===== src/rtl/alu_share_arbiter_pkg.sv =====
// Shared definitions for the execute-stage ALU, the control unit and the
// ALU share arbiter.
//  - Datapath and status register widths.
//  - exe_cmd encodings. Several mnemonics alias the same ALU operation,
//    which is why these are plain constants rather than an enum.
//  - Bit positions inside the {N,Z,C,V} status register.
//  - The per-requester operation record used inside the arbiter.
package alu_share_arbiter_pkg;

  localparam int DATA_WIDTH = 32;
  localparam int SR_WIDTH   = 4;

  // exe_cmd encodings as seen by the ALU
  localparam logic [3:0] CMD_NONE = 4'd0;   // ALU default: result 0
  localparam logic [3:0] CMD_MOV  = 4'd1;
  localparam logic [3:0] CMD_ADD  = 4'd2;
  localparam logic [3:0] CMD_ADC  = 4'd3;
  localparam logic [3:0] CMD_SUB  = 4'd4;
  localparam logic [3:0] CMD_SBC  = 4'd5;
  localparam logic [3:0] CMD_AND  = 4'd6;
  localparam logic [3:0] CMD_ORR  = 4'd7;
  localparam logic [3:0] CMD_EOR  = 4'd8;
  localparam logic [3:0] CMD_MVN  = 4'd9;
  localparam logic [3:0] CMD_CMP  = CMD_SUB;  // subtract, flags only
  localparam logic [3:0] CMD_TST  = CMD_AND;  // and, flags only
  localparam logic [3:0] CMD_LDR  = CMD_ADD;  // address = base + offset
  localparam logic [3:0] CMD_STR  = CMD_ADD;

  // Status register bit indices
  localparam int SR_N = 3;
  localparam int SR_Z = 2;
  localparam int SR_C = 1;
  localparam int SR_V = 0;

  typedef logic [SR_WIDTH-1:0] sr_t;

  // One pending operation from a requester
  typedef struct packed {
    logic                  valid;
    logic [DATA_WIDTH-1:0] val1;
    logic [DATA_WIDTH-1:0] val2;
    logic [3:0]            cmd;
    logic                  s;
  } req_t;

endpackage


===== src/rtl/alu_share_arbiter_if.sv =====
// Request/response bundle between the two ALU requesters (plus the result
// consumer) and the ALU share arbiter.
//  req0_* / req1_* : valid/ready handshake with operands, exe_cmd and the
//                    "update status register" flag s
//  rsp_*           : registered result with valid/ready, owner id and the
//                    flags produced by that operation
// Modports: master = requesters/consumer side, slave = arbiter side.
interface alu_share_arbiter_if
  import alu_share_arbiter_pkg::*;
();

  logic                  req0_valid;
  logic                  req0_ready;
  logic [DATA_WIDTH-1:0] req0_val1;
  logic [DATA_WIDTH-1:0] req0_val2;
  logic [3:0]            req0_cmd;
  logic                  req0_s;

  logic                  req1_valid;
  logic                  req1_ready;
  logic [DATA_WIDTH-1:0] req1_val1;
  logic [DATA_WIDTH-1:0] req1_val2;
  logic [3:0]            req1_cmd;
  logic                  req1_s;

  logic                  rsp_valid;
  logic                  rsp_ready;
  logic                  rsp_id;
  logic [DATA_WIDTH-1:0] rsp_res;
  sr_t                   rsp_sr;

  modport master (
    output req0_valid, req0_val1, req0_val2, req0_cmd, req0_s,
    input  req0_ready,
    output req1_valid, req1_val1, req1_val2, req1_cmd, req1_s,
    input  req1_ready,
    input  rsp_valid, rsp_id, rsp_res, rsp_sr,
    output rsp_ready
  );

  modport slave (
    input  req0_valid, req0_val1, req0_val2, req0_cmd, req0_s,
    output req0_ready,
    input  req1_valid, req1_val1, req1_val2, req1_cmd, req1_s,
    output req1_ready,
    output rsp_valid, rsp_id, rsp_res, rsp_sr,
    input  rsp_ready
  );

endinterface


===== src/rtl/alu_share_arbiter_rr_arb2.sv =====
// Two-way round-robin grant.
//  req   : request vector, bit N = requester N wants the ALU
//  last  : index of the requester granted most recently
//  grant : one-hot grant (all zero when nothing requests)
// A lone request always wins; on contention the requester that was not
// granted last time wins, so each side waits at most one slot.
module rr_arb2 (
  input  logic [1:0] req,
  input  logic       last,
  output logic [1:0] grant
);

  always_comb begin
    grant = 2'b00;
    case (req)
      2'b01:   grant = 2'b01;
      2'b10:   grant = 2'b10;
      2'b11:   grant = last ? 2'b01 : 2'b10;
      default: grant = 2'b00;
    endcase
  end

endmodule


===== src/rtl/alu_share_arbiter.sv =====
// Shares the single combinational execute-stage ALU between the main EXE
// stage (requester 0) and the auxiliary address/compare unit (requester 1).
// Ports:
//  clk, rst        clock and synchronous active-high reset
//  bus (slave)     requester handshakes and registered response
//  alu_val_1/2     operands to the ALU
//  alu_exe_cmd     operation to the ALU (0 when idle)
//  alu_sr_in       status register fed to the ALU (always sr_q)
//  alu_res         result from the ALU
//  alu_sr_out      flags from the ALU
//  sr_q            architectural status register {N,Z,C,V}
// An operation is accepted in the cycle its ready is high; its result and
// flags are captured on that edge and presented as rsp_* one cycle later.
module alu_share_arbiter
  import alu_share_arbiter_pkg::*;
#(
  parameter int DATA_W = DATA_WIDTH,
  parameter int SR_W   = SR_WIDTH
) (
  input  logic              clk,
  input  logic              rst,
  alu_share_arbiter_if.slave bus,
  output logic [DATA_W-1:0] alu_val_1,
  output logic [DATA_W-1:0] alu_val_2,
  output logic [3:0]        alu_exe_cmd,
  output logic [SR_W-1:0]   alu_sr_in,
  input  logic [DATA_W-1:0] alu_res,
  input  logic [SR_W-1:0]   alu_sr_out,
  output logic [SR_W-1:0]   sr_q
);

  req_t              reqs [2];
  logic              can_accept;
  logic [1:0]        arb_req;
  logic [1:0]        arb_grant;
  logic [1:0]        grant;
  logic              accept;
  logic              sel;

  logic              last_reg;
  logic              rsp_valid_reg;
  logic              rsp_id_reg;
  logic [DATA_W-1:0] rsp_res_reg;
  logic [SR_W-1:0]   rsp_sr_reg;
  logic [SR_W-1:0]   sr_reg;

  assign reqs[0] = '{valid: bus.req0_valid, val1: bus.req0_val1,
                     val2: bus.req0_val2, cmd: bus.req0_cmd, s: bus.req0_s};
  assign reqs[1] = '{valid: bus.req1_valid, val1: bus.req1_val1,
                     val2: bus.req1_val2, cmd: bus.req1_cmd, s: bus.req1_s};

  // A held response that is being drained this cycle frees the slot, so a
  // new operation can be accepted in the same cycle.
  assign can_accept = !rsp_valid_reg || bus.rsp_ready;

  genvar gi;
  generate
    for (gi = 0; gi < 2; gi++) begin : g_req
      assign arb_req[gi] = reqs[gi].valid && can_accept;
    end
  endgenerate

  rr_arb2 u_rr_arb2 (
    .req   (arb_req),
    .last  (last_reg),
    .grant (arb_grant)
  );

  // No handshake completes while reset is held.
  assign grant  = rst ? 2'b00 : arb_grant;
  assign accept = |grant;
  assign sel    = grant[1];

  assign bus.req0_ready = grant[0];
  assign bus.req1_ready = grant[1];

  // Idle cycles still present requester 0's operands but with the ALU's
  // default command, so the ALU output settles to 0.
  always_comb begin
    alu_val_1   = reqs[0].val1;
    alu_val_2   = reqs[0].val2;
    alu_exe_cmd = CMD_NONE;
    if (accept) begin
      alu_val_1   = reqs[sel].val1;
      alu_val_2   = reqs[sel].val2;
      alu_exe_cmd = reqs[sel].cmd;
    end
  end

  // Carry-in for ADC/SBC is the status register as it stands at the accept
  // edge; an S-op accepted one cycle earlier has already written it.
  assign alu_sr_in = sr_reg;

  always_ff @(posedge clk) begin
    if (rst) begin
      rsp_valid_reg <= 1'b0;
      rsp_id_reg    <= 1'b0;
      rsp_res_reg   <= '0;
      rsp_sr_reg    <= '0;
      sr_reg        <= '0;
      last_reg      <= 1'b1;
    end else if (accept) begin
      rsp_valid_reg <= 1'b1;
      rsp_id_reg    <= sel;
      rsp_res_reg   <= alu_res;
      rsp_sr_reg    <= alu_sr_out;
      last_reg      <= sel;
      if (reqs[sel].s) begin
        sr_reg <= alu_sr_out;
      end
    end else if (bus.rsp_ready) begin
      // Drained with nothing to replace it: data fields keep their value.
      rsp_valid_reg <= 1'b0;
    end
  end

  assign bus.rsp_valid = rsp_valid_reg;
  assign bus.rsp_id    = rsp_id_reg;
  assign bus.rsp_res   = rsp_res_reg;
  assign bus.rsp_sr    = rsp_sr_reg;
  assign sr_q          = sr_reg;

endmodule


===== src/flat_wrapper.sv =====
// flat-port wrapper written by rule: the top's interface ports become plain ports
module alu_share_arbiter_flat import alu_share_arbiter_pkg::*;
#(
  parameter int DATA_W = DATA_WIDTH,
  parameter int SR_W   = SR_WIDTH
)
  (clk, rst, alu_val_1, alu_val_2, alu_exe_cmd, alu_sr_in, alu_res, alu_sr_out, sr_q, bus_req0_valid, bus_req0_val1, bus_req0_val2, bus_req0_cmd, bus_req0_s, bus_req0_ready, bus_req1_valid, bus_req1_val1, bus_req1_val2, bus_req1_cmd, bus_req1_s, bus_req1_ready, bus_rsp_valid, bus_rsp_id, bus_rsp_res, bus_rsp_sr, bus_rsp_ready);
  alu_share_arbiter_if bus_i ();
  input  logic clk;
  input  logic rst;
  output logic [DATA_W-1:0] alu_val_1;
  output logic [DATA_W-1:0] alu_val_2;
  output logic [3:0] alu_exe_cmd;
  output logic [SR_W-1:0] alu_sr_in;
  input  logic [DATA_W-1:0] alu_res;
  input  logic [SR_W-1:0] alu_sr_out;
  output logic [SR_W-1:0] sr_q;
  input wire logic [$bits(bus_i.req0_valid)-1:0] bus_req0_valid;
  input wire logic [$bits(bus_i.req0_val1)-1:0] bus_req0_val1;
  input wire logic [$bits(bus_i.req0_val2)-1:0] bus_req0_val2;
  input wire logic [$bits(bus_i.req0_cmd)-1:0] bus_req0_cmd;
  input wire logic [$bits(bus_i.req0_s)-1:0] bus_req0_s;
  output wire logic [$bits(bus_i.req0_ready)-1:0] bus_req0_ready;
  input wire logic [$bits(bus_i.req1_valid)-1:0] bus_req1_valid;
  input wire logic [$bits(bus_i.req1_val1)-1:0] bus_req1_val1;
  input wire logic [$bits(bus_i.req1_val2)-1:0] bus_req1_val2;
  input wire logic [$bits(bus_i.req1_cmd)-1:0] bus_req1_cmd;
  input wire logic [$bits(bus_i.req1_s)-1:0] bus_req1_s;
  output wire logic [$bits(bus_i.req1_ready)-1:0] bus_req1_ready;
  output wire logic [$bits(bus_i.rsp_valid)-1:0] bus_rsp_valid;
  output wire logic [$bits(bus_i.rsp_id)-1:0] bus_rsp_id;
  output wire logic [$bits(bus_i.rsp_res)-1:0] bus_rsp_res;
  output wire logic [$bits(bus_i.rsp_sr)-1:0] bus_rsp_sr;
  input wire logic [$bits(bus_i.rsp_ready)-1:0] bus_rsp_ready;
  assign bus_i.req0_valid = bus_req0_valid;
  assign bus_i.req0_val1 = bus_req0_val1;
  assign bus_i.req0_val2 = bus_req0_val2;
  assign bus_i.req0_cmd = bus_req0_cmd;
  assign bus_i.req0_s = bus_req0_s;
  assign bus_req0_ready = bus_i.req0_ready;
  assign bus_i.req1_valid = bus_req1_valid;
  assign bus_i.req1_val1 = bus_req1_val1;
  assign bus_i.req1_val2 = bus_req1_val2;
  assign bus_i.req1_cmd = bus_req1_cmd;
  assign bus_i.req1_s = bus_req1_s;
  assign bus_req1_ready = bus_i.req1_ready;
  assign bus_rsp_valid = bus_i.rsp_valid;
  assign bus_rsp_id = bus_i.rsp_id;
  assign bus_rsp_res = bus_i.rsp_res;
  assign bus_rsp_sr = bus_i.rsp_sr;
  assign bus_i.rsp_ready = bus_rsp_ready;
  alu_share_arbiter #(.DATA_W(DATA_W), .SR_W(SR_W)) u_core (.clk(clk), .rst(rst), .bus(bus_i), .alu_val_1(alu_val_1), .alu_val_2(alu_val_2), .alu_exe_cmd(alu_exe_cmd), .alu_sr_in(alu_sr_in), .alu_res(alu_res), .alu_sr_out(alu_sr_out), .sr_q(sr_q));
endmodule

===== config.mk =====
export PLATFORM = sky130hd
export DESIGN_NAME = alu_share_arbiter_flat
export DESIGN_NICKNAME = d
export VERILOG_FILES = /design/src/rtl/alu_share_arbiter_pkg.sv /design/src/rtl/alu_share_arbiter_if.sv /design/src/rtl/alu_share_arbiter_rr_arb2.sv /design/src/rtl/alu_share_arbiter.sv /design/src/flat_wrapper.sv
export SDC_FILE = /design/constraint.sdc
export NUM_CORES = 1
export LEC_CHECK = 0
export CORE_AREA = 2 2 116 118
export DETAILED_ROUTE_END_ITERATION = 8
export DIE_AREA = 0 0 118 120
export DONT_BUFFER_PORTS = 1
export GPL_TIMING_DRIVEN = 0
export PLACE_DENSITY = 0.4
export SYNTH_ARGS = -nofsm -noshare
export SYNTH_HDL_FRONTEND = slang
export SYNTH_HIERARCHICAL = 1
export SYNTH_SLANG_ARGS = --single-unit

===== constraint.sdc =====
create_clock -name clk -period 4.05 [get_ports clk]
set_input_delay 0.405 -clock clk [delete_from_list [all_inputs] [get_ports clk]]
set_output_delay 0.405 -clock clk [all_outputs]
set_load 0.02 [all_outputs]

# Yosys cells after proc, flatten, opt, wreduce, memory -nomap -nowiden
# Index checks and enable logic that the tools add are counted.
[word_totals]
ff_bits = 43
input_bits = 179
wordCells = 29
output_inout_bits = 116
[op_classes]
mux = 11
eq_ne = 3
reduce_logical = 7
n_lt_le_gt_ge = 1
bitwise_logic = 1
[ops]
columns = ["operator", "count"]
rows = [
  ["69-bit 2-to-1 mux", 3],
  ["32-bit 2-to-1 mux", 2],
  ["2-bit case mux with 3 select lines", 1],
  ["2-bit == test (second input constant)", 2],
  ["2-bit 2-to-1 mux", 2],
  ["4-bit 2-to-1 mux", 1],
  ["2-bit by 1-bit == test with 1-bit output (second input constant)", 1],
  ["2-bit >= comparator (second input constant)", 1],
  ["1-bit logical AND", 2],
  ["1-bit 2-to-1 mux", 2],
  ["1-bit NOT with 2-bit output", 1],
  ["2-bit AND reduction", 1],
  ["2-bit nonzero test", 1],
  ["2-bit OR reduction", 1],
  ["1-bit zero test", 1],
  ["1-bit logical OR", 1],
]

# Logic depth before layout (Yosys ltp)
# Gate-level depths: netlist of the first run.
[logic_depth]
word_depth = 11
depth_mapped = 10
depth_no_buf = 7

# Cells and area by module
# The synthesis of the first run kept the hierarchy.
[modules_own_cells]
columns = ["mod", "area_per_inst_um2", "cells_each", "seq_area_each_um2", "instances"]
rows = [
  ["alu_share_arbiter", 2467.4, 408, 860.8, 1],
  ["rr_arb2", 18.8, 3, 0.0, 1],
]

# Worst setup path after synthesis of the first run
# Ideal clock, no wire load.
[synth_timing]
path_kind = "input -> output"
start = "input port bus_rsp_ready"
end = "output port alu_exe_cmd[0]"
arrival_ns = 1.721
setup_slack_ns = 1.924
n_path_buf = 0
required_time_ns = 3.645
path_stages = 6
path_cell_list = "nand2b_1 and2_1 a21boi_1 inv_1 nor3_2 a22o_1"
[synth_between]
word_cells_on_any_way = 14
cone_classes = "eq/ne (3); mux (6); bitwise (1); reduce/logical (4)"
[synth_rtl]
columns = ["item", "line_no", "rtl"]
rows = [
  ["start, declared", "flat_wrapper.sv:34", "input wire logic [$bits(bus_i.rsp_ready)-1:0] bus_rsp_ready;"],
  ["1-bit logical OR *", "alu_share_arbiter.sv:54", "assign can_accept = !rsp_valid_reg || bus.rsp_ready;"],
  ["1-bit logical AND *", "alu_share_arbiter.sv:59", "assign arb_req[gi] = reqs[gi].valid && can_accept;"],
  ["named net u_core.arb_req[1]", "alu_share_arbiter.sv:34", "logic [1:0] arb_req;"],
  ["2-bit == test or 2-bit by 1-bit == test with 1-bit output (tied branches)", "alu_share_arbiter_rr_arb2.sv:15", "case (req)"],
  ["2-bit case mux with 3 select lines *", "alu_share_arbiter_rr_arb2.sv:15", ""],
  ["named net u_core.arb_grant[0]", "alu_share_arbiter.sv:35", "logic [1:0] arb_grant;"],
  ["2-bit 2-to-1 mux *", "alu_share_arbiter.sv:70", "assign grant = rst ? 2'b00 : arb_grant;"],
  ["2-bit OR reduction *", "alu_share_arbiter.sv:71", "assign accept = |grant;"],
  ["4-bit 2-to-1 mux *", "alu_share_arbiter.sv:83", "if (accept) begin"],
  ["end, declared", "flat_wrapper.sv:13", "output logic [3:0] alu_exe_cmd;"],
]
# Mark *: on every way through the listed nets, which the timed path passes. The rest lies on a longest branch. The select of a mux whose other input is x is not followed.

# Final worst setup path of the first run
[layout_timing]
start = "register u_core.rsp_valid_reg, in the netlist u_core/bus.rsp_valid"
end = "output port alu_exe_cmd[2]"
[layout_between]
word_cells_on_any_way = 15
cone_classes = "eq/ne (3); mux (6); bitwise (1); reduce/logical (5)"
[layout_rtl]
columns = ["item", "line_no", "rtl"]
rows = [
  ["start, declared", "alu_share_arbiter.sv:41", "logic rsp_valid_reg;"],
  ["start signal, assigned", "alu_share_arbiter.sv:96", "rsp_valid_reg <= 1'b0;"],
  ["start signal, assigned", "alu_share_arbiter.sv:103", "rsp_valid_reg <= 1'b1;"],
  ["start signal, assigned", "alu_share_arbiter.sv:113", "rsp_valid_reg <= 1'b0;"],
  ["1-bit zero test *", "alu_share_arbiter.sv:54", ""],
  ["1-bit logical OR *", "alu_share_arbiter.sv:54", ""],
  ["1-bit logical AND *", "alu_share_arbiter.sv:59", ""],
  ["named net u_core.arb_req[1]", "alu_share_arbiter.sv:34", ""],
  ["2-bit == test or 2-bit by 1-bit == test with 1-bit output (tied branches)", "alu_share_arbiter_rr_arb2.sv:15", ""],
  ["2-bit case mux with 3 select lines *", "alu_share_arbiter_rr_arb2.sv:15", ""],
  ["named net u_core.arb_grant[0]", "alu_share_arbiter.sv:35", ""],
  ["2-bit 2-to-1 mux *", "alu_share_arbiter.sv:70", ""],
  ["2-bit OR reduction *", "alu_share_arbiter.sv:71", ""],
  ["4-bit 2-to-1 mux *", "alu_share_arbiter.sv:83", ""],
]
# Marked as above.

==> results of run 1 <==
-- worst max-delay path, stage by stage, from the launching register on --
cell	delay (ns)
dfxtp_1	0.46
nand2b_1	0.15
and2_1	0.19
a21boi_1	0.41
inv_1	0.20
nor3_2	0.46
a22o_1	0.39
-- cell type report --
class	instances	area (sq um)
fill	1523	10100
multi-input combinational	334	1400
sequential	43	861
tap	176	220
buffer	31	216
clock buffer	7	133
inverter	3	11.3
clock inverter	1	5.00
antenna	1	2.50
-- power by group --
| group | total (mW) | leakage, nW | switching, mW | internal, mW |
|---|---|---|---|---|
| Sequential | 0.503 | 0.352 | 0.0521 | 0.451 |
| Clock | 0.381 | 0.0679 | 0.153 | 0.228 |
| Combinational | 0.292 | 0.909 | 0.216 | 0.0758 |
| Total | 1.18 | 1.33 | 0.421 | 0.754 |
-- cells in the mapped netlist (all sizes together) --
| cell type | number | area [sq um] |
|---|---|---|
| nand2 | 265 | 995 |
| o21ai | 4 | 20.0 |
| a22o | 4 | 35.0 |
| clkbuf | 4 | 15.0 |
| dfxtp | 43 | 861 |
| and2 | 3 | 18.8 |
| nor2 | 2 | 7.51 |
| and3b | 1 | 8.76 |
| nor3 | 1 | 10.0 |
| nand2b | 2 | 12.5 |
| o21ba | 1 | 10.0 |
| a211o | 1 | 8.76 |
| nand3b | 1 | 7.51 |
| buf | 27 | 201 |
| a21boi | 2 | 15.0 |
| a21oi | 42 | 210 |
| nand3 | 4 | 20.0 |
| inv | 3 | 11.3 |
| o21bai | 1 | 18.8 |
-- per-stage QoR --
step           instance area [sq um]  utilization [%]
6_report                        2850             21.9
5_1_grt                         2850             21.9
4_1_cts                         2840             21.9
3_5_place_dp                    2710             20.9
3_3_place_gp                    2710             20.9
2_1_floorplan                   2490                -
-- worst max path at each step --
stage          depth (start not counted)        endpoint  slack [ns]                               from
2_1_floorplan                          6  alu_exe_cmd[0]        1.92                      bus_rsp_ready
5_1_grt                                6  alu_exe_cmd[2]        0.91  u_core/bus.rsp_valid$_SDFFE_PP0P_
6_report                               6  alu_exe_cmd[2]        1.10  u_core/bus.rsp_valid$_SDFFE_PP0P_
4_1_cts                                6  alu_exe_cmd[2]        1.05  u_core/bus.rsp_valid$_SDFFE_PP0P_
3_3_place_gp                           6  alu_exe_cmd[2]        1.40  u_core/bus.rsp_valid$_SDFFE_PP0P_
3_5_place_dp                           6  alu_exe_cmd[2]        1.36  u_core/bus.rsp_valid$_SDFFE_PP0P_
-- routing by layer --
metal | up-vias | GRT usage, % | routed length [um]
li1 | 1289 | - | -
met1 | 1197 | 14.0 | 3720
met2 | 166 | 25.1 | 5550
met3 | 20 | 6.89 | 1350
met4 | 0 | 6.93 | 348
met5 | - | 0 | 0
-- cell families after synthesis --
logic type / synth area share (%)
and+or+nand+nor: 43.4
AOI/OAI and AO/OA: 12.8
DFF: 34.6
buffers and inverters: 9.16
-- cells in the final DEF (no fill, tap or decap), types with 2 or more instances in the layout --
| cell | instances |
|---|---|
| a21oi_1 | 42 |
| a22o_1 | 4 |
| and2_1 | 3 |
| buf_2 | 11 |
| buf_4 | 9 |
| buf_6 | 7 |
| clkbuf_1 | 6 |
| clkbuf_16 | 5 |
| dfxtp_1 | 43 |
| inv_1 | 2 |
| nand2_1 | 265 |
| nand2b_1 | 2 |
| nand3_1 | 4 |
| nor2_1 | 2 |
| o21ai_0 | 4 |
==> summary.md, run 1 <==
| Metric | Value |
|---|---|
| Status | `completed` |
| Critical path fanouts, max | `5` |
| R2r endpoint | `u_core/bus.rsp_res[14]$_SDFFE_PP0P_` |
| Slew Limit Fails | `0` |
| Hold Crit Start | `alu_res[5]` |
| Post-CTS setup repair buffer count | `0` |
| WP data required | `3.64 ns` |
| Rows | `42` |
| Setup Total Neg Slack | `0 ns` |
| Crit path time final | `2.95 ns` |
| Routed Antenna Nets | `0` |
| Vias per inst | `4.48` |
| Die Area | `0.0142 sq mm` |
| Syn-to-layout area delta | `14.5%` |
| Reg2reg setup slack | `2.06 ns` |
| Worst Setup End Kind | `output port` |
| Core Box Area | `0.0130 sq mm` |
| Total power | `1.18 mW` |
| Num Clock Sinks | `43` |
| Placed Cells | `587` |
| Power density over cell area | `413 mW/mm^2` |
| Port bufs | `0` |
| # IOs | `295` |
| HP Class | `input port to flip-flop` |
| Max Freq | `339 MHz` |
| GRT overflow | `0` |
| Final Skew | `0.00167 ns` |
| Resized cells post-CTS | `0` |
| Leakage | `1.33 nW` |
| First-pass GRT wire length | `15300 um` |
| Share of cells above drive strength 1 | `8.59%` |
| Hold buffer count at CTS | `0` |
| Clk_lat worst skew | `0.28 ns` |
| Gate Count Post-Synth | `411` |
| Final period util | `72.9%` |
| Final HPWL DP | `9370 um` |
| Worst Path Arrival | `2.55 ns` |
| GRT Util Overall | `14.2%` |
| Max reg flops | `32` |
| TritonRoute pass-1 iters | `4` |
| GPL Wtd Cong | `0.907` |
| CTS tree | `done` |
| CTS buffer count | `5` |
| Final Setup Violations | `0` |
| Non-Filler Instances | `596` |
| Chip Height | `120 um` |
| Via count | `2672` |
| Post-synthesis sequential area ratio | `34.6%` |
| DR WL/cell | `18.4 um` |
| Worst-margin pin slew | `0.556 ns` |
| Clock transition at path regs | `0.06 ns` |
| Nets | `597` |
| Synth unique cells | `23` |
| Reg-to-Reg Start | `u_core/bus.rsp_valid$_SDFFE_PP0P_` |
| Hold Crit Endpoint | `u_core/bus.rsp_res[5]$_SDFFE_PP0P_` |
| Worst slew margin | `62.9%` |
| Post-place setup slack | `1.36 ns` |
| Hold depth | `2` |
| Initial antenna violation count | `1` |
| Final Hold Viols | `0` |
| DRC | `0` |
| Post-synthesis cell area | `0.00249 sq mm` |
| Max IR drop VDD | `0.256 mV` |
| Root Driver | `clkbuf_16` |
| Pin count of the biggest net entering global routing | `13` |
| Setup Crit Path Kind | `flip-flop to output port` |
| Number of max-cap violations | `0` |
| FF+latch count, synth | `43` |
| Hold Slack | `0.254 ns` |
| Synth warn | `6` |
| Initial Util | `19.2%` |
| Clock tree buffer depth | `2` |
| Syn_nets | `590` |
| Die width | `118 um` |
| Final wirelength | `11000 um` |
| Syn_area_per_cell | `6.05 sq um` |
| H-tree levels | `2` |
| Worst reg2reg path depth | `8` |
| Vias in the first global route | `2490` |
| Crit path launch type | `flip-flop` |
| Iteration-0 DRC count of the detailed router | `128` |
| Setup ws final | `1.10 ns` |
| RSZ-0062 raised after global routing | `false` |
Power figures use the tool's default switching activity.
==> inputs of run 2 (changes only) <==
CORE_AREA = 2 2 114 116   (was 2 2 116 118)
DIE_AREA = 0 0 116 118   (was 0 0 118 120)
PLACE_DENSITY = 0.41   (was 0.4)
clock period = 2.9 ns   (was 4.05 ns; I/O delays follow)
==> run 2 against run 1 <==
  * Non-clock buffer count is the same
  * Largest cell class unchanged
  * Cell area is essentially flat
  * Critical endpoint is now alu_val_1[15]
  * Global-route usage grew 0.62 points
  * Critical path depth grew 4
==> summary.md, run 2 (synthesized netlist as in run 1, its figures left out) <==
| Metric | Value |
|---|---|
| Status | `completed` |
| # IOs | `295 (unchanged)` |
| Max reg flops | `32 (unchanged)` |
| Max Freq | `376 MHz` |
| Core Box Area | `0.0124 sq mm (-4.4%)` |
| Power density over cell area | `583 mW/mm^2 (+41%)` |
| Setup Total Neg Slack | `0 ns (unchanged)` |
| Crit path largest cell delay | `0.47 ns (about the same)` |
| Reg power frac | `42.3% (-0.5 points)` |
| H-tree levels | `2 (unchanged)` |
| Initial antenna violation count | `0 (-1)` |
| Clock transition at path regs | `0.06 ns (about the same)` |
| Gate power share | `24.6% (-0.2 points)` |
| Critical path fanouts, max | `10 (+5)` |
| Final period util | `91.7%` |
| Pin count of the biggest net entering global routing | `13 (unchanged)` |
| Crit path time final | `2.66 ns` |
| Slew Limit Fails | `0 (unchanged)` |
| Internal Pwr Total | `1.07 mW (+42%)` |
| Vias in the first global route | `2491 (+0.040%)` |
| Final Instance Area | `0.00285 sq mm (about the same)` |
| Final wirelength | `11000 um (+0.23%)` |
| WP data required | `2.61 ns (-1.03 ns)` |
| N_diodes | `0 (-1)` |
| Switching part of the total | `35.5% (-0.32 points)` |
| GPL Wtd Cong | `0.838 (-7.5%)` |
| Rows | `41 (-2.4%)` |
| Die width | `116 um (-1.7%)` |
| Commonest non-fill, non-tap cells in the layout | `nand2_1, dfxtp_1, a21oi_1` |
| Commonest non-fill, non-tap cell in the layout | `nand2_1` |
| Die Area | `0.0137 sq mm (-3.3%)` |
| Clock power share | `33.1% (+0.7 points)` |
| Root Driver | `clkbuf_16` |
| Worst slew margin | `61.3% (-1.6 points)` |
| DR WL/cell | `18.6 um (+1.2%)` |
| Worst-margin pin slew | `0.580 ns (+0.0242 ns)` |
| Setup Crit Path Kind | `flip-flop to output port` |
| Via count | `2636 (-1.3%)` |
| Final Hold Viols | `0 (unchanged)` |
| Vias per inst | `4.47 (-0.34%)` |
| Nets | `597 (unchanged)` |
| Post-CTS setup repair buffer count | `0 (unchanged)` |
| Share of cells above drive strength 1 | `9.09% (+0.50 points)` |
| Final HPWL DP | `9380 um (+0.20%)` |
| Critical-path cell list | `nand2b_1, and2_1, a21boi_0, buf_4, nand2b_1, inv_2, buf_4, buf_4, nand2_1, nand2_1` |
| Leakage | `1.33 nW (+0.40%)` |
| Number of max-cap violations | `0 (unchanged)` |
| Final Skew | `0.00236 ns (+0.000688 ns)` |
| Clock tree buffer depth | `2 (unchanged)` |
| Num Clock Sinks | `43 (unchanged)` |
| Syn-to-layout area delta | `14.6% (about the same)` |
| Max IR drop VDD | `0.300 mV (+17%)` |
| FILL cells | `1424 (-6.5%)` |
| Clk_lat worst skew | `0.28 ns (about the same)` |
| Initial Util | `20.0% (+0.87 points)` |
| Placed standard-cell area | `0.00270 sq mm (-0.19%)` |
| Chip Height | `118 um (-1.7%)` |
| CTS buffer count | `5 (unchanged)` |
| DRC | `0 (unchanged)` |
| RSZ-0062 raised after global routing | `false` |
| Switching power | `590 uW (+40%)` |
| GRT overflow | `0 (unchanged)` |
| Crit path launch type | `flip-flop` |
| Port bufs | `0 (unchanged)` |
| Worst Setup End Kind | `output port` |
| Final Setup Violations | `0 (unchanged)` |
| Worst path slowest cell | `dfxtp_1` |
| First-pass GRT wire length | `15100 um (-1.1%)` |
| GRT Util Overall | `14.9% (+0.62 points)` |
| Most used cell, CP | `buf_4` |
| CTS tree | `done` |
| Iteration-0 DRC count of the detailed router | `153 (+20%)` |
| Routed Antenna Nets | `0 (unchanged)` |
| TritonRoute pass-1 iters | `4 (unchanged)` |
| Worst Path Arrival | `2.37 ns (-0.18 ns)` |
| HP Class | `input port to flip-flop` |
==> run 2: timing repair <==
item | 4_1_cts | 5_1_grt
resized for setup | 0 | 1
hold buffers | 0 | 0
setup endpoints to repair | 0 | 4
==> run 2: cell type report <==
class                      instances  area, sq um  share of cell area (%)
clock inverter                     1         5.00                   0.176
sequential                        43          861                    30.2
buffer                            31          216                    7.60
multi-input combinational        334         1400                    49.2
tap                              172          215                    7.55
inverter                           3         11.3                   0.395
clock buffer                       6          139                    4.87
==> run 2: final timing paths <==
kind | startpoint | to | slack (ns) | cells after the start
max | u_core/bus.rsp_valid$_SDFFE_PP0P_ | alu_val_1[15] | 0.24 | 10
min | alu_res[8] | u_core/bus.rsp_res[8]$_SDFFE_PP0P_ | 0.14 | 2
max reg2reg | u_core/bus.rsp_valid$_SDFFE_PP0P_ | u_core/bus.rsp_res[27]$_SDFFE_PP0P_ | 0.98 | 8
min reg2reg | u_core/last_reg$_SDFFE_PP1P_ | u_core/last_reg$_SDFFE_PP1P_ | 0.49 | 1
==> run 2: critical path, delay by kind of cell (launching register included) <==
| family | cells | cell delay [ns] |
|---|---|---|
| and+or+nand+nor | 5 | 0.73 |
| DFF | 1 | 0.47 |
| buffers and inverters | 4 | 0.73 |
| AOI/OAI and AO/OA | 1 | 0.15 |
==> run 2: power groups by stage <==
stage	logic, mW	clock network, mW	registers [mW]
2_1_floorplan	0.337	0	0.706
3_3_place_gp	0.409	0	0.716
3_5_place_dp	0.414	0	0.716
4_1_cts	0.414	0.568	0.704
5_1_grt	0.451	0.600	0.707
6_report	0.409	0.550	0.703
==> run 2: stage by stage <==
stage	util [%]	setup WS, ns	hold WS [ns]	power (mW)	std cells
after floorplan	-	0.914	0.425	1.04	411
after global placement	21.8	0.403	0.429	1.13	583
after detailed placement	21.8	0.369	0.434	1.13	583
after CTS	22.9	0.0606	0.131	1.69	590
after global routing	22.9	0.0439	0.132	1.76	590
final	22.9	0.242	0.139	1.66	590
==> run 2: per-layer routing <==
layer  share of wire (%)  up-vias  GRT usage, %
met4                 1.5        0          3.87
met5                   0        -             0
met3                  11       10          5.61
met1                  34     1193          14.6
li1                    -     1282             -
met2                  53      151          28.6
==> inputs of run 3 (changes only) <==
CORE_AREA = 2 2 116 118   (was 2 2 114 116)
CTS_CLUSTER_DIAMETER = 120   (was unset)
DIE_AREA = 0 0 118 120   (was 0 0 116 118)
PLACE_DENSITY = 0.4   (was 0.41)
==> run 3 against run 2 <==
  * Register-to-register slack improved by 0.03 ns
  * Via count rose by 1.8%
  * Clock skew is 0.00069 ns lower
  * Sequential power about the same
  * Clock-buffer cell count rose by 1
  * Fmax is 0.34% higher
  * Sequential share of layout area decreased by 0.079 points
  * Non-clock buffer count unchanged
  * Core utilization fell by 0.94 points
  * Combinational power barely moved
  * Largest power group unchanged
==> summary.md, run 3 (synthesized netlist as in run 1, its figures left out) <==
| Metric | Value |
|---|---|
| Critical Path Source | `u_core/bus.rsp_valid$_SDFFE_PP0P_` |
| Hold Slack | `0.139 ns (+0.000690 ns)` |
| Commonest non-fill, non-tap cell in the layout | `nand2_1` |
| HP Class | `input port to flip-flop` |
| Clock power share | `32.4% (-0.7 points)` |
| Initial Util | `19.2% (-0.87 points)` |
| # IOs | `295 (unchanged)` |
| Final wirelength | `10900 um (-0.35%)` |
| Commonest non-fill, non-tap cells in the layout | `nand2_1, dfxtp_1, a21oi_1` |
| Rows | `42 (+2.4%)` |
| GRT overflow | `0 (unchanged)` |
| Iteration-0 DRC count of the detailed router | `139 (-9.2%)` |
| Port bufs | `0 (unchanged)` |
| Max Freq | `377 MHz (+0.34%)` |
| WP data required | `2.61 ns (about the same)` |
| Reg power frac | `42.7% (+0.4 points)` |
| Final HPWL DP | `9370 um (-0.20%)` |
| RSZ-0062 raised after global routing | `false` |
| Via count | `2683 (+1.8%)` |
| Worst Path Arrival | `2.36 ns (about the same)` |
| GRT Util Overall | `14.2% (-0.62 points)` |
| Reg-to-Reg Start | `u_core/bus.rsp_valid$_SDFFE_PP0P_` |
| Clk_lat worst skew | `0.28 ns (about the same)` |
| Setup Total Neg Slack | `0 ns (unchanged)` |
| Switching part of the total | `35.9% (+0.36 points)` |
| Leakage | `1.33 nW (-0.18%)` |
| Switching power | `590 uW (about the same)` |
| Final Hold Viols | `0 (unchanged)` |
| Share of cells above drive strength 1 | `8.83% (-0.26 points)` |
| Met2 wire length | `5510 um (-5.0%)` |
| Clock tree buffer depth | `2 (unchanged)` |
| Total power | `1.64 mW (-1.1%)` |
| Reg2reg setup slack | `1.01 ns (+0.03 ns)` |
| Max reg flops | `32 (unchanged)` |
| Core Box Area | `0.0130 sq mm (+4.6%)` |
| Num Clock Sinks | `43 (unchanged)` |
| Vias in the first global route | `2490 (-0.040%)` |
| CTS buffer count | `5 (unchanged)` |
| TritonRoute pass-1 iters | `4 (unchanged)` |
| Nets | `597 (unchanged)` |
| Setup ws final | `0.251 ns (+0.00900 ns)` |
| Post-place setup slack | `0.326 ns (-0.0429 ns)` |
| Final period util | `91.4% (-0.31 points)` |
| Root Driver | `clkbuf_16` |
| Final Skew | `0.00167 ns (-0.000688 ns)` |
| Wire length on met1 | `3710 um (-2.1%)` |
| GPL Wtd Cong | `0.907 (+8.2%)` |
| Routed Antenna Nets | `0 (unchanged)` |
| Crit path time final | `2.65 ns (-0.00900 ns)` |
| FILL cells | `1520 (+6.7%)` |
| Initial antenna violation count | `1 (+1)` |
| Vias per inst | `4.50 (+0.76%)` |
| DRC | `0 (unchanged)` |
| First-pass GRT wire length | `15300 um (+1.1%)` |
| Clock transition at path regs | `0.06 ns (about the same)` |
| Max Used Layer | `met4` |
| Chip Height | `120 um (+1.7%)` |
| Critical path fanouts, max | `10 (unchanged)` |
| Syn-to-layout area delta | `14.9%` |
| H-tree levels | `2 (unchanged)` |
| Storage element area | `861 sq um (unchanged)` |
| Number of max-cap violations | `0 (unchanged)` |
| Die width | `118 um (+1.7%)` |
| Post-CTS setup repair buffer count | `0 (unchanged)` |
| Worst-margin pin slew | `0.555 ns (-0.0257 ns)` |
| Setup Crit Path Kind | `flip-flop to output port` |
| Pin count of the biggest net entering global routing | `13 (unchanged)` |
| Final Setup Violations | `0 (unchanged)` |
| Worst Setup End Kind | `output port` |
| CTS tree | `done` |
| Detail Route met3 WL | `1350 um (+9.7%)` |
| DR WL/cell | `18.4 um (-1.3%)` |
| Slew Limit Fails | `0 (unchanged)` |
| Power density over cell area | `576 mW/mm^2 (-1.3%)` |
| Crit path launch type | `flip-flop` |
| Gate power share | `24.9% (+0.3 points)` |
| Internal Pwr Total | `1.05 mW (-1.6%)` |
| Max IR drop VDD | `0.358 mV (+19%)` |
| Worst slew margin | `63.0% (+1.7 points)` |
| Hold Crit Start | `alu_res[5]` |
| Area of the multi-input gates | `0.00141 sq mm (+0.45%)` |
| Die Area | `0.0142 sq mm (+3.4%)` |
| Status | `completed` |
## run 3: final cells by class
class | instances | share of cell area (%)
antenna | 1 | 0.0876
buffer | 31 | 7.58
clock buffer | 7 | 4.64
clock inverter | 1 | 0.175
inverter | 3 | 0.394
multi-input combinational | 334 | 49.3
sequential | 43 | 30.1
tap | 176 | 7.71
## run 3: path summary, 6_finish.rpt
path,end,depth (start not counted)
hold reg to reg,u_core/last_reg$_SDFFE_PP1P_,1
setup reg to reg,u_core/bus.rsp_res[14]$_SDFFE_PP0P_,8
setup / recovery,alu_val_1[17],10
hold / removal,u_core/bus.rsp_res[5]$_SDFFE_PP0P_,2
## run 3: stage by stage
| stage | instances | util, % | cell area (sq um) |
|---|---|---|---|
| after floorplan | 411 | - | 2490 |
| after global placement | 587 | 20.9 | 2710 |
| after detailed placement | 587 | 20.9 | 2710 |
| after CTS | 595 | 21.9 | 2840 |
| after global routing | 596 | 22.0 | 2860 |
| final | 596 | 22.0 | 2860 |
## run 3: what timing repair did
action	4_1_cts	5_1_grt
endpoints found under the setup margin	0	4
gates resized for setup	0	2
hold buffers	0	0
## run 3: power groups by stage
stage	Sequential [mW]	Clock (mW)	Combinational [mW]
2_1_floorplan	0.706	0	0.337
3_3_place_gp	0.716	0	0.410
3_5_place_dp	0.716	0	0.414
4_1_cts	0.703	0.554	0.415
5_1_grt	0.707	0.581	0.451
6_report	0.702	0.532	0.410
## run 3: layer usage
layer,GRT usage [%],up-vias
met3,6.89,22
met4,6.93,0
li1,-,1291
met1,14.0,1202
met5,0,-
met2,25.1,168
## run 3: worst max-delay path: stages (launching register included)
cell and delay, ns:
dfxtp_1 0.46, nand2b_1 0.15, and2_1 0.19, a21boi_0 0.15
buf_4 0.22, nand2b_1 0.11, inv_2 0.14, buf_4 0.21
buf_4 0.18, nand2_1 0.10, nand2_1 0.18
